[src/rtl/step_seq_pkg.sv]
// rtl/step_seq_pkg.sv - shared types, defaults and tempo clamp for the step sequencer
package step_seq_pkg;

    typedef enum logic {
        IDLE = 1'b0,
        RUN  = 1'b1
    } state_t;

    localparam int DEF_STEPS          = 12;
    localparam int DEF_STEPS_PER_BEAT = 4;
    localparam int DEF_BPM_MIN        = 40;
    localparam int DEF_BPM_MAX        = 240;
    localparam int IDX_W              = 4;

    function automatic logic [7:0] clamp_bpm(input logic [7:0] t,
                                             input logic [7:0] lo,
                                             input logic [7:0] hi);
        if (t < lo) return lo;
        if (t > hi) return hi;
        return t;
    endfunction

endpackage

[src/rtl/step_generator_if.sv]
// rtl/step_generator_if.sv - run control in, step outputs back
interface step_generator_if;
    import step_seq_pkg::*;

    logic             Play;
    logic [7:0]       Tempo;
    logic             Step;
    logic [IDX_W-1:0] StepIdx;
    logic             StepPulse;
    logic             LoopWrap;
    logic             Running;

    modport master (output Play, Tempo,
                    input  Step, StepIdx, StepPulse, LoopWrap, Running);

    modport slave  (input  Play, Tempo,
                    output Step, StepIdx, StepPulse, LoopWrap, Running);

endinterface

[src/rtl/tempo_accumulator.sv]
// rtl/tempo_accumulator.sv - clamped tempo latch and phase accumulator
// Requests a Step toggle whenever the accumulated phase crosses a half step.
module tempo_accumulator
    import step_seq_pkg::*;
#(
    parameter int CLK_HZ         = 50_000_000,
    parameter int STEPS_PER_BEAT = DEF_STEPS_PER_BEAT,
    parameter int BPM_MIN        = DEF_BPM_MIN,
    parameter int BPM_MAX        = DEF_BPM_MAX
) (
    input  logic       clk,
    input  logic       rst,
    input  logic       advance,
    input  logic       load,
    input  logic [7:0] tempo,
    output logic       toggle
);

    localparam longint   HALF_L = longint'(CLK_HZ) * 30;
    localparam logic [32:0] HALF = 33'(HALF_L);

    if (HALF_L / longint'(BPM_MAX * STEPS_PER_BEAT) < 2) begin : g_rate_check
        $error("step high time below 2 cycles at BPM_MAX");
    end

    logic [31:0] acc_q;
    logic [7:0]  tempo_l_q;
    logic [31:0] inc;
    logic [32:0] sum;

    assign inc    = 32'(tempo_l_q) * 32'(STEPS_PER_BEAT);
    assign sum    = {1'b0, acc_q} + {1'b0, inc};
    assign toggle = (sum >= HALF);

    always_ff @(posedge clk or posedge rst) begin
        if (rst) begin
            acc_q     <= '0;
            tempo_l_q <= 8'(BPM_MIN);
        end else begin
            if (load) begin
                tempo_l_q <= clamp_bpm(tempo, 8'(BPM_MIN), 8'(BPM_MAX));
            end
            // The residual after subtracting HALF carries over, keeping the average rate exact.
            if (!advance) begin
                acc_q <= '0;
            end else if (toggle) begin
                acc_q <= sum[31:0] - HALF[31:0];
            end else begin
                acc_q <= sum[31:0];
            end
        end
    end

endmodule

[src/rtl/step_generator.sv]
// rtl/step_generator.sv - run/idle FSM, Step square wave, step index and strobes
module step_generator
    import step_seq_pkg::*;
#(
    parameter int CLK_HZ         = 50_000_000,
    parameter int STEPS          = DEF_STEPS,
    parameter int STEPS_PER_BEAT = DEF_STEPS_PER_BEAT,
    parameter int BPM_MIN        = DEF_BPM_MIN,
    parameter int BPM_MAX        = DEF_BPM_MAX
) (
    input logic             Clock,
    input logic             Reset,
    step_generator_if.slave bus
);

    localparam logic [IDX_W-1:0] LAST = IDX_W'(STEPS - 1);

    state_t           state_q, state_d;
    logic             step_q, step_d;
    logic [IDX_W-1:0] idx_q, idx_d;
    logic             pulse_q, pulse_d;
    logic             wrap_q, wrap_d;
    logic             run_q, run_d;
    logic             advance, load, toggle;

    assign advance = (state_q == RUN) && bus.Play;

    tempo_accumulator #(
        .CLK_HZ         (CLK_HZ),
        .STEPS_PER_BEAT (STEPS_PER_BEAT),
        .BPM_MIN        (BPM_MIN),
        .BPM_MAX        (BPM_MAX)
    ) u_acc (
        .clk     (Clock),
        .rst     (Reset),
        .advance (advance),
        .load    (load),
        .tempo   (bus.Tempo),
        .toggle  (toggle)
    );

    always_ff @(posedge Clock or posedge Reset) begin
        if (Reset) begin
            state_q <= IDLE;
            step_q  <= 1'b0;
            idx_q   <= '0;
            pulse_q <= 1'b0;
            wrap_q  <= 1'b0;
            run_q   <= 1'b0;
        end else begin
            state_q <= state_d;
            step_q  <= step_d;
            idx_q   <= idx_d;
            pulse_q <= pulse_d;
            wrap_q  <= wrap_d;
            run_q   <= run_d;
        end
    end

    // Dropping Play takes priority over a due toggle, so a stop never emits a strobe.
    always_comb begin
        state_d = state_q;
        step_d  = 1'b0;
        idx_d   = '0;
        pulse_d = 1'b0;
        wrap_d  = 1'b0;
        run_d   = 1'b0;
        load    = 1'b0;
        case (state_q)
            IDLE: begin
                if (bus.Play) begin
                    state_d = RUN;
                    step_d  = 1'b1;
                    pulse_d = 1'b1;
                    run_d   = 1'b1;
                    load    = 1'b1;
                end
            end
            RUN: begin
                if (!bus.Play) begin
                    state_d = IDLE;
                end else begin
                    run_d  = 1'b1;
                    step_d = step_q;
                    idx_d  = idx_q;
                    if (toggle) begin
                        step_d = !step_q;
                        if (!step_q) begin
                            idx_d   = (idx_q == LAST) ? '0 : idx_q + IDX_W'(1);
                            pulse_d = 1'b1;
                            wrap_d  = (idx_q == LAST);
                            load    = 1'b1;
                        end
                    end
                end
            end
            default: state_d = IDLE;
        endcase
    end

    assign bus.Step      = step_q;
    assign bus.StepIdx   = idx_q;
    assign bus.StepPulse = pulse_q;
    assign bus.LoopWrap  = wrap_q;
    assign bus.Running   = run_q;

endmodule

[src/flat_wrapper.sv]
// flat-port wrapper written by rule: the top's interface ports become plain ports
module step_generator_flat import step_seq_pkg::*;
#(
    parameter int CLK_HZ         = 50_000_000,
    parameter int STEPS          = DEF_STEPS,
    parameter int STEPS_PER_BEAT = DEF_STEPS_PER_BEAT,
    parameter int BPM_MIN        = DEF_BPM_MIN,
    parameter int BPM_MAX        = DEF_BPM_MAX
)
  (Clock, Reset, bus_Play, bus_Tempo, bus_Step, bus_StepIdx, bus_StepPulse, bus_LoopWrap, bus_Running);
  step_generator_if bus_i ();
  input logic Clock;
  input logic Reset;
  input wire logic [$bits(bus_i.Play)-1:0] bus_Play;
  input wire logic [$bits(bus_i.Tempo)-1:0] bus_Tempo;
  output wire logic [$bits(bus_i.Step)-1:0] bus_Step;
  output wire logic [$bits(bus_i.StepIdx)-1:0] bus_StepIdx;
  output wire logic [$bits(bus_i.StepPulse)-1:0] bus_StepPulse;
  output wire logic [$bits(bus_i.LoopWrap)-1:0] bus_LoopWrap;
  output wire logic [$bits(bus_i.Running)-1:0] bus_Running;
  assign bus_i.Play = bus_Play;
  assign bus_i.Tempo = bus_Tempo;
  assign bus_Step = bus_i.Step;
  assign bus_StepIdx = bus_i.StepIdx;
  assign bus_StepPulse = bus_i.StepPulse;
  assign bus_LoopWrap = bus_i.LoopWrap;
  assign bus_Running = bus_i.Running;
  step_generator #(.CLK_HZ(CLK_HZ), .STEPS(STEPS), .STEPS_PER_BEAT(STEPS_PER_BEAT), .BPM_MIN(BPM_MIN), .BPM_MAX(BPM_MAX)) u_core (.Clock(Clock), .Reset(Reset), .bus(bus_i));
endmodule
[config.mk]
export PLATFORM = sky130hd
export DESIGN_NAME = step_generator_flat
export DESIGN_NICKNAME = d
export VERILOG_FILES = /design/src/rtl/step_seq_pkg.sv /design/src/rtl/step_generator_if.sv /design/src/rtl/tempo_accumulator.sv /design/src/rtl/step_generator.sv /design/src/flat_wrapper.sv
export SDC_FILE = /design/constraint.sdc
export NUM_CORES = 1
export LEC_CHECK = 0
export CAP_MARGIN = 30
export CORE_ASPECT_RATIO = 0.9
export CORE_MARGIN = 2
export CORE_UTILIZATION = 38
export CTS_CLUSTER_SIZE = 16
export DETAILED_ROUTE_END_ITERATION = 10
export PLACE_DENSITY = 0.56
export SKIP_LAST_GASP = 1
export SYNTH_ARGS = -nofsm -noshare
export SYNTH_HDL_FRONTEND = slang
export SYNTH_HIERARCHICAL = 1
export SYNTH_SLANG_ARGS = --single-unit
[constraint.sdc]
create_clock -name Clock -period 5.6 [get_ports Clock]
set_input_delay 1.68 -clock Clock [delete_from_list [all_inputs] [get_ports Clock]]
set_output_delay 1.68 -clock Clock [all_outputs]
set_load 0.01 [all_outputs]
---- Word-level counts from Yosys, hierarchy flattened ----
Index checks and enable logic that the tools add are counted.
word-level totals
  bits in registers ....................... 48
  bits in latches ......................... 0
  memory bits (writable) .................. 0
  bits in read-only memories .............. 0
  output and inout bits ................... 8
  word-level logic and storage cells ...... 48
  memories ................................ 0
cells by class
  $add $sub $neg .......................... 3
  $mul .................................... 0
  div/mod/pow operators ................... 0
  $lt $le $gt $ge ......................... 3
  equality and inequality tests ........... 3
  shift operators ......................... 0
  muxes and demuxes ....................... 28
  bitwise gates (word level) .............. 1
  reduce and logical (&&, ||, !) cells .... 3
operator list
  operator                                                                  number
  32-bit two-way mux                                                        2
  32-bit by 10-bit adder with 33-bit output                                 1
  33-bit by 31-bit >= comparator with 1-bit output (second input constant)  1
  8-bit two-way mux                                                         4
  32-bit by 31-bit subtractor with 32-bit output (second input constant)    1
  4-bit two-way mux                                                         5
  1-bit two-way mux                                                         15
  8-bit > comparator (second input constant)                                1
  8-bit by 6-bit < comparator with 1-bit output (second input constant)     1
  3-bit inequality test (second input constant)                             2
  4-bit by 1-bit adder with 4-bit output (second input constant)            1
  4-bit equality test (second input constant)                               1
  1-bit one-hot mux with 2 select lines                                     2
  2-bit AND reduction                                                       1
  1-bit logical AND                                                         1
  1-bit zero test                                                           1
  1-bit inverter                                                            1

---- Logic depth before layout (Yosys ltp) ----
Gate-level depths: netlist of run 1.
  word-level depth ........................ 10
  mapped depth ............................ 24
  mapped depth without buffers ............ 22

---- Cells and area by module ----
The synthesis of run 1 kept the hierarchy.
modules (own cells, without submodules)
  module             times used  cells an instance  area each (µm²)
  tempo_accumulator  1           398                3412.0
  step_generator     1           35                 371.6

---- Worst setup path before layout of run 1 ----
No wires, ideal clock.
  path kind ............................... flip-flop to flip-flop
  from .................................... reg u_core.u_acc.tempo_l_q[0]
  to ...................................... reg u_core.u_acc.tempo_l_q[7]
  library setup time ...................... 0.125 ns
  data arrival time ....................... 4.173 ns
  data required time ...................... 5.475 ns
  setup slack ............................. 1.303 ns
  cell stages (with the launch flop) ...... 23
  buffers on the path ..................... 3
  clock period less this slack ............ 4.297 ns
  path through ............................ dfrtp_1 > ha_1 > inv_1 > fa_1 > nand2b_1 > a21o_1 > and2_1 > xor2_1 > inv_1 > ha_1 > nor2b_1 > o21ai_0 > a211oi_1 > nand4_1 > nor3_2 > o31ai_4 > inv_4 > buf_6 > nand2b_4 > buf_6 > a21boi_0 > clkbuf_1 > mux2_2
on the way
  longest elaborated chain between the ends .. 5
ends and longest elaborated chain
  item                                              line                     source
  from (decl)                                       tempo_accumulator.sv:27  logic [7:0] tempo_l_q;
  from (signal assigned)                            tempo_accumulator.sv:38  tempo_l_q <= 8'(BPM_MIN);
  from (signal assigned)                            tempo_accumulator.sv:41  tempo_l_q <= clamp_bpm(tempo, 8'(BPM_MIN), 8'(BPM_MAX));
  32-bit by 10-bit adder with 33-bit output         tempo_accumulator.sv:32  assign sum = {1'b0, acc_q} + {1'b0, inc};
  33-bit by 31-bit >= comparator with 1-bit output  tempo_accumulator.sv:33  assign toggle = (sum >= HALF);
  named net u_core.toggle                           step_generator.sv:24     logic advance, load, toggle;
  1-bit two-way mux                                 step_generator.sv:86     if (toggle) begin
  1-bit two-way mux                                 step_generator.sv:80     if (!bus.Play) begin
  1-bit one-hot mux with 2 select lines             step_generator.sv:69     case (state_q)
  named net u_core.load                             step_generator.sv:24
The timed path passes the listed nets, and every way through them passes these cells.
A chain may end at the register's enable or synchronous reset.

---- Worst setup path in the final report of run 1 ----
  from .................................... reg u_core.u_acc.tempo_l_q[0]
  to ...................................... reg u_core.u_acc.tempo_l_q[1]
The elaborated chain is that of the path after synthesis.

==> run metrics, run 1 <==
Slew Viols, Final=0; Mapped Cells=433; sequential area share after synthesis=0.3049; sw power=240.5 uW; vias in the first global route=around 3,200; CP Class=reg2reg; Worst Setup Start Kind=flop; Worst Tran Pin Value=789.7 ps; Core ar.=0.009699 mm^2; Finish-stage setup viols=0; GP Congestion=between 0.8 and 0.9; crit-path max cell delay=420 ps; initial antenna violation count=0; first-pass GRT wire length=between 15,000 and 20,000 um; DR WL/cell=16.22 um; Sw Ratio=0.3190; die area=0.01077 mm^2; Top delay family on crit path=compound AO/OA/AOI/OAI gates; Seq cells post-synth=46; worst skew pair latency=310 ps; postcts setup bufs=0; max-cap viol count=0; Period minus WS final=4843 ps; Worst Setup End Kind=flop; vias per cell=5.710; syn avg cell area=8.738 um^2; LEAKAGE=1.491 nW; Critical Path RT=5830 ps; WP buf/inv=4; first-pass iteration count of the detailed router=4; cts repair resizes=0; Reg power frac=0.475; maximum clock rate=206.5 MHz; Synth Area in Compound Gates=0.2513; die height=98.67 um; hold buffers post-CTS=0; Iter 0 DRT Violations=216; number of CTS-inserted buffers=5; clk buf depth=2; xor and xnor area share after synthesis=0.07870; area leader, netlist=dfrtp_1; Synth top cells by count=44 x dfrtp_1, 32 x a21oi_1, 32 x nand2_1, 23 x nand3_1; setup TNS=0 ps; mux cell area share after synthesis=0.02447; IO Pins=19; Post-synth EDFFs=0; fillers=966; Comb pwr share=0.222; total track usage=0.1812; nets=around 470; outcome=completed; worst-path cell chain=ha_1 > inv_1 > fa_1 > nand2b_1 > a21oi_1 > o21a_2 > nand3_1 > a2111oi_2 > nand3_1 > o211ai_1 > o31ai_4 > buf_4 > inv_4 > nand2b_4 > a21boi_0 > buf_4 > o21ai_0 > a21oi_1 > nand2_1 > o21ai_0; synthesis-to-layout area growth=9.524%; Clock Power Share=0.302; adder-cell share of the synthesized area=0.03836; YS warnings=6; skew final=6.173 ps; syn_nets=around 460; Synth top area share=0.2910; Clock Sink Count=46; post-route ant nets=0; count leader, synth=dfrtp_1; Pwr Density=181.9 mW/mm^2; I/O Buffers=18; Rel. slew slack=0.4729; top cells by area, synth=dfrtp_1 29%, a21oi_1 4.2%, xnor2_1 3.9%; Via Count=3,272; drc violations=0; DP HPWL=~6900 um; CP Data Arrival Time=5070 ps; Synth Flop Type=dfrtp_1; Worst-path clk slew=90 ps; H-tree Lvls=2; synthesized cell area=between 0.003 and 0.004 mm^2; final worst path period share=0.8649; CP max FO=27; Overflow after GRT=0; Pint=513.3 uW; Hold Violations, Final=0; die width=109.2 um; slowest cell on the critical path=o21a_2; Routed WL=around 9300 um; post-synthesis cell type count=79; R2R depth=20; Crit. path cell count=20; layout cells sized above 1=0.1141; min-delay worst type=reg2reg; largest family of logic cells by synthesized area=simple AND/OR/NAND/NOR gates; Cell Rows=34; Max VDD drop=123.0 uV; largest net degree at the start of global routing=39; Root Driver=clkbuf_8; ANT cells=0; RSZ-0062 raised after global routing=false; ys async rst share=1.000; fin util=0.4272; TritonCTS clock tree=done; hold depth=2; Initial Util=0.3901; simple-gate area share of the yosys netlist=0.2517
==> layout by cell type, fill, tap and decap left out, types with 3 or more instances in the layout <==
cell | Yosys | routed
clkdlybuf4s50_1 | 0 | 18
inv_1 | 22 | 22
o211ai_1 | 6 | 6
a21o_1 | 10 | 10
nand2b_1 | 6 | 6
o21a_1 | 8 | 8
xnor2_1 | 17 | 17
nand4_1 | 10 | 10
o21ai_0 | 22 | 22
mux2i_1 | 7 | 7
nor3_1 | 18 | 18
ha_1 | 10 | 10
nand3_2 | 3 | 3
o31a_1 | 5 | 5
nand3_1 | 23 | 23
nor3b_2 | 4 | 4
dfrtp_1 | 44 | 44
nor4_1 | 8 | 8
a21oi_1 | 32 | 32
o21ai_1 | 6 | 6
nand2_1 | 32 | 32
o2111ai_1 | 4 | 4
xor2_1 | 17 | 17
nor3_2 | 6 | 6
clkbuf_8 | 0 | 6
nor2_1 | 22 | 22
and2_1 | 9 | 9
or4_1 | 3 | 3
buf_4 | 5 | 3
==> sequential cells by signal (all words and copies together), names as in the netlist <==
register and count:
u_core/bus.LoopWrap 1, u_core/bus.Running 1, u_core/bus.Step 1, u_core/bus.StepIdx 4, u_core/bus.StepPulse 1, u_core/u_acc/acc_q 30, u_core/u_acc/tempo_l_q 8
==> layout make-up <==
type                       instances  area [um^2]  area share
timing repair buffer              21        202.7     0.04891
clock inverter                     2        16.27    0.003925
sequential                        46         1154      0.2784
clock buffer                       6        82.58     0.01993
tap                              126        157.7     0.03804
multi-input combinational        348         2439      0.5885
inverter                          24        92.59     0.02234
==> worst register-to-register path, stage by stage, from the launching register on <==
cell       delay (ps)
dfrtp_1           370
ha_1              210
inv_1              70
fa_1              390
nand2b_1          200
a21oi_1           410
o21a_2            430
nand3_1           190
a2111oi_2         400
nand3_1           230
o211ai_1          220
o31ai_4           110
buf_4             220
inv_4             260
nand2b_4          130
a21boi_0          250
buf_4             230
o21ai_0           100
a21oi_1           200
nand2_1            80
o21ai_0            80
==> worst paths after layout <==
| kind | start | endpoint | slack, ps |
|---|---|---|---|
| min in group asynchronous | Reset | u_core/bus.LoopWrap | 1650 |
| max in group asynchronous | Reset | u_core/u_acc/tempo_l_q[3] | 3420 |
| worst max register to register | u_core/u_acc/tempo_l_q[0] | u_core/u_acc/tempo_l_q[1] | 760 |
| worst max-delay path | u_core/u_acc/tempo_l_q[0] | u_core/u_acc/tempo_l_q[1] | 760 |
| worst min register to register | u_core/u_acc/tempo_l_q[3] | u_core/u_acc/tempo_l_q[3] | 480 |
| worst min-delay path | u_core/u_acc/tempo_l_q[3] | u_core/u_acc/tempo_l_q[3] | 480 |
==> per-stage QoR <==
| step | hold WS (ps) | area, um^2 | std cells | total power [mW] | setup WS (ps) |
|---|---|---|---|---|---|
| after floorplan | 450.4 | 3784 | 433 | 0.4883 | 1303 |
| after global placement | 478.3 | 4045 | 565 | 0.5313 | 1053 |
| after detailed placement | 475.4 | 4045 | 565 | 0.5315 | 840.1 |
| after CTS | 490.5 | 4144 | 573 | 0.7651 | 785.0 |
| after global routing | 517.1 | 4144 | 573 | 0.7973 | 276.0 |
| final | 482.8 | 4144 | 573 | 0.7538 | 756.5 |
==> cells by family (layout without fill, tap and decap cells) <==
kind of cell	Yosys count	count (layout)
AO/OA/AOI/OAI	130	130
flip-flops	46	46
XOR/XNOR	34	34
multiplexers	9	9
adder cells (fa/ha/maj)	11	11
buffers and inverters	39	53
AND/OR/NAND/NOR	164	164
==> layer usage <==
metal,track usage,routed length (um),vias to the layer above
li1,-,-,1624
met1,0.2596,4590,1562
met2,0.2871,4196,80
met3,0.02249,402,6
met4,0.05161,104,0
met5,0,0,-
==> power groups by stage <==
stage / combinational, mW / clock (mW) / sequential (mW)
floorplan: 0.127 / 0 / 0.362
finish: 0.168 / 0.228 / 0.358
global placement: 0.166 / 0 / 0.365
CTS: 0.168 / 0.238 / 0.359
detailed placement: 0.166 / 0 / 0.365
global route: 0.188 / 0.248 / 0.360
Note: power is estimated with default switching activity, not from simulation.
==> inputs of run 2 (changes only) <==
--- a/config.mk
+++ b/config.mk
@@ -7,7 +7,7 @@
 export LEC_CHECK = 0
 export CAP_MARGIN = 30
 export CORE_ASPECT_RATIO = 0.9
-export CORE_MARGIN = 2
+export CORE_MARGIN = 3
 export CORE_UTILIZATION = 38
 export CTS_CLUSTER_SIZE = 16
 export DETAILED_ROUTE_END_ITERATION = 10
==> run metrics, run 2 (same netlist as run 1, synthesis figures left out) <==
outcome=completed; Worst Setup End Kind=flop; Top delay family on crit path=compound AO/OA/AOI/OAI gates; synthesis-to-layout area growth=9.292%; most common cell after layout, fill and taps aside=dfrtp_1; DP HPWL=6964 um (+0.55%); H-tree Lvls=2 (unchanged); Top reg by flops=u_core/u_acc/acc_q; CP max FO=27 (unchanged); max-cap viol count=0 (unchanged); worst-path cell chain=ha_1 > inv_1 > fa_1 > nand2b_1 > a21oi_1 > o21a_2 > nand3_1 > a2111oi_2 > nand3_1 > o211ai_1 > o31ai_4 > inv_4 > nand2b_4 > a21boi_0 > buf_4 > o21ai_0 > a21oi_1 > nand2_1 > o21ai_0; GR peak layer=met2; hold buffers post-CTS=0 (unchanged); vias in the first global route=3,132 (-1.2%); Comb pwr share=0.224 (+0.002); Via Count=3,216 (-1.7%); DR WL/cell=16.31 um (+0.57%); crit-path max cell delay=450 ps (+30 ps); Finish-stage setup viols=0 (unchanged); Clock Power Share=0.294 (-0.008); vias per cell=5.652 (-1.0%); M1 GR Usage=0.2543 (-0.005330); Initial Util=0.4019 (+0.01182); worst skew pair latency=300 ps (about the same); clk buf depth=2 (unchanged); most frequent cells in the layout=44 x dfrtp_1, 32 x nand2_1, 32 x a21oi_1; CP Class=reg2reg; first-pass GRT wire length=15,840 um (+2.2%); RSZ-0062 raised after global routing=false; GR met2 Demand/Resource=0.2610 (-0.02614); Reg power frac=0.482 (+0.007); Largest register FFs=30 (unchanged); Worst Setup Start Kind=flop; maximum clock rate=215.3 MHz (+4.3%); slowest cell on the critical path=a21oi_1; ANT cells=0 (unchanged); final worst path period share=0.8296 (-0.03535); first-pass iteration count of the detailed router=4 (unchanged); Cell Rows=33 (-2.9%); setup TNS=0 ps (unchanged); CP Data Arrival Time=4880 ps (-190 ps); Iter 0 DRT Violations=195 (-9.7%); Clock Sink Count=46 (unchanged); sw power=232.6 uW (-3.3%); Critical Path RT=5830 ps (about the same); largest net degree at the start of global routing=39 (unchanged); die area=0.01119 mm^2 (+3.9%); Worst-path clk slew=90 ps (about the same); GP Congestion=0.8856 (+3.5%); Routed WL=9281 um (-0.13%); met3 Track Usage GR=0.03001 (+0.007525); post-route ant nets=0 (unchanged); I/O Buffers=18 (unchanged); Pwr Total=743.3 uW (-1.4%); IO Pins=19 (unchanged); number of CTS-inserted buffers=5 (unchanged); Rel. slew slack=0.4682 (-0.004696); Pint=510.7 uW (-0.52%); skew final=7.903 ps (+1.731 ps); Slew Viols, Final=0 (unchanged); drc violations=0 (unchanged); postcts setup bufs=0 (unchanged); Sw Ratio=0.3130 (-0.006047); Pwr Density=179.7 mW/mm^2 (-1.2%); layout cells sized above 1=0.1141 (unchanged); Period minus WS final=4645 ps (-198.0 ps); die height=100.7 um (+2.0%); Hold Violations, Final=0 (unchanged); total track usage=0.1719 (-0.009385); Max VDD drop=89.38 uV (-27%); die width=111.2 um (+1.8%); Root Driver=clkbuf_8; Core ar.=0.009414 mm^2 (-2.9%); cts repair resizes=0 (unchanged); fillers=925 (-4.2%); min-delay worst type=reg2reg; LEAKAGE=1.490 nW (about the same); Worst Tran Pin Value=796.8 ps (+7.036 ps); Overflow after GRT=0 (unchanged); nets=468 (unchanged); initial antenna violation count=0 (unchanged); WP buf/inv=3 (-1); TritonCTS clock tree=done
run 2: layout make-up:
class / count / area, um^2 / share of cell area
clock buffers: 6 / 82.58 / 0.01997
repair buffers: 21 / 202.7 / 0.04902
well taps: 122 / 152.6 / 0.03691
multi-input cells: 348 / 2439 / 0.5897
inverters: 24 / 92.59 / 0.02239
flip-flops and latches: 46 / 1154 / 0.2790
clock inverters: 2 / 12.51 / 0.003026
run 2: power by group through the flow:
stage / Sequential, mW / Combinational (mW) / Clock (mW)
detailed placement: 0.365 / 0.165 / 0
global route: 0.361 / 0.189 / 0.242
global placement: 0.365 / 0.165 / 0
CTS: 0.359 / 0.168 / 0.228
floorplan: 0.362 / 0.127 / 0
finish: 0.358 / 0.166 / 0.219
run 2: routing by layer:
| metal | vias to the layer above | routed length [um] |
|---|---|---|
| met4 | 0 | 80 |
| met3 | 8 | 379 |
| met2 | 54 | 4095 |
| li1 | 1631 | - |
| met1 | 1523 | 4726 |
| met5 | - | 0 |
run 2: path summary, 6_finish.rpt:
| kind | start | to | slack [ps] | cells past startpoint |
|---|---|---|---|---|
| max in group asynchronous | Reset | u_core/u_acc/tempo_l_q[3] | 3410 | 3 |
| min | u_core/u_acc/tempo_l_q[3] | u_core/u_acc/tempo_l_q[3] | 480 | 2 |
| max reg2reg | u_core/u_acc/tempo_l_q[0] | u_core/u_acc/tempo_l_q[1] | 950 | 19 |
| min in group asynchronous | Reset | u_core/bus.StepIdx[3] | 1650 | 2 |
| max | u_core/u_acc/tempo_l_q[0] | u_core/u_acc/tempo_l_q[1] | 950 | 19 |
| min reg2reg | u_core/u_acc/tempo_l_q[3] | u_core/u_acc/tempo_l_q[3] | 480 | 2 |
run 2: per-stage QoR:
step                hold WS [ps]  instance area [um^2]  setup WS (ps)  cells    util
floorplan                  450.4                  3784           1303    433       -
global placement           477.3                  4040           1209    561  0.4292
detailed placement         475.4                  4040           1060    561  0.4292
CTS                        488.9                  4135           1021    569  0.4393
global route               518.6                  4135          472.9    569  0.4393
finish                     484.8                  4135          954.5    569  0.4393
run 2: tightest hold or removal path, stage by stage (launching register included):
cell	delay [ps]
dfstp_2	380
inv_1	40
o21ai_0	60
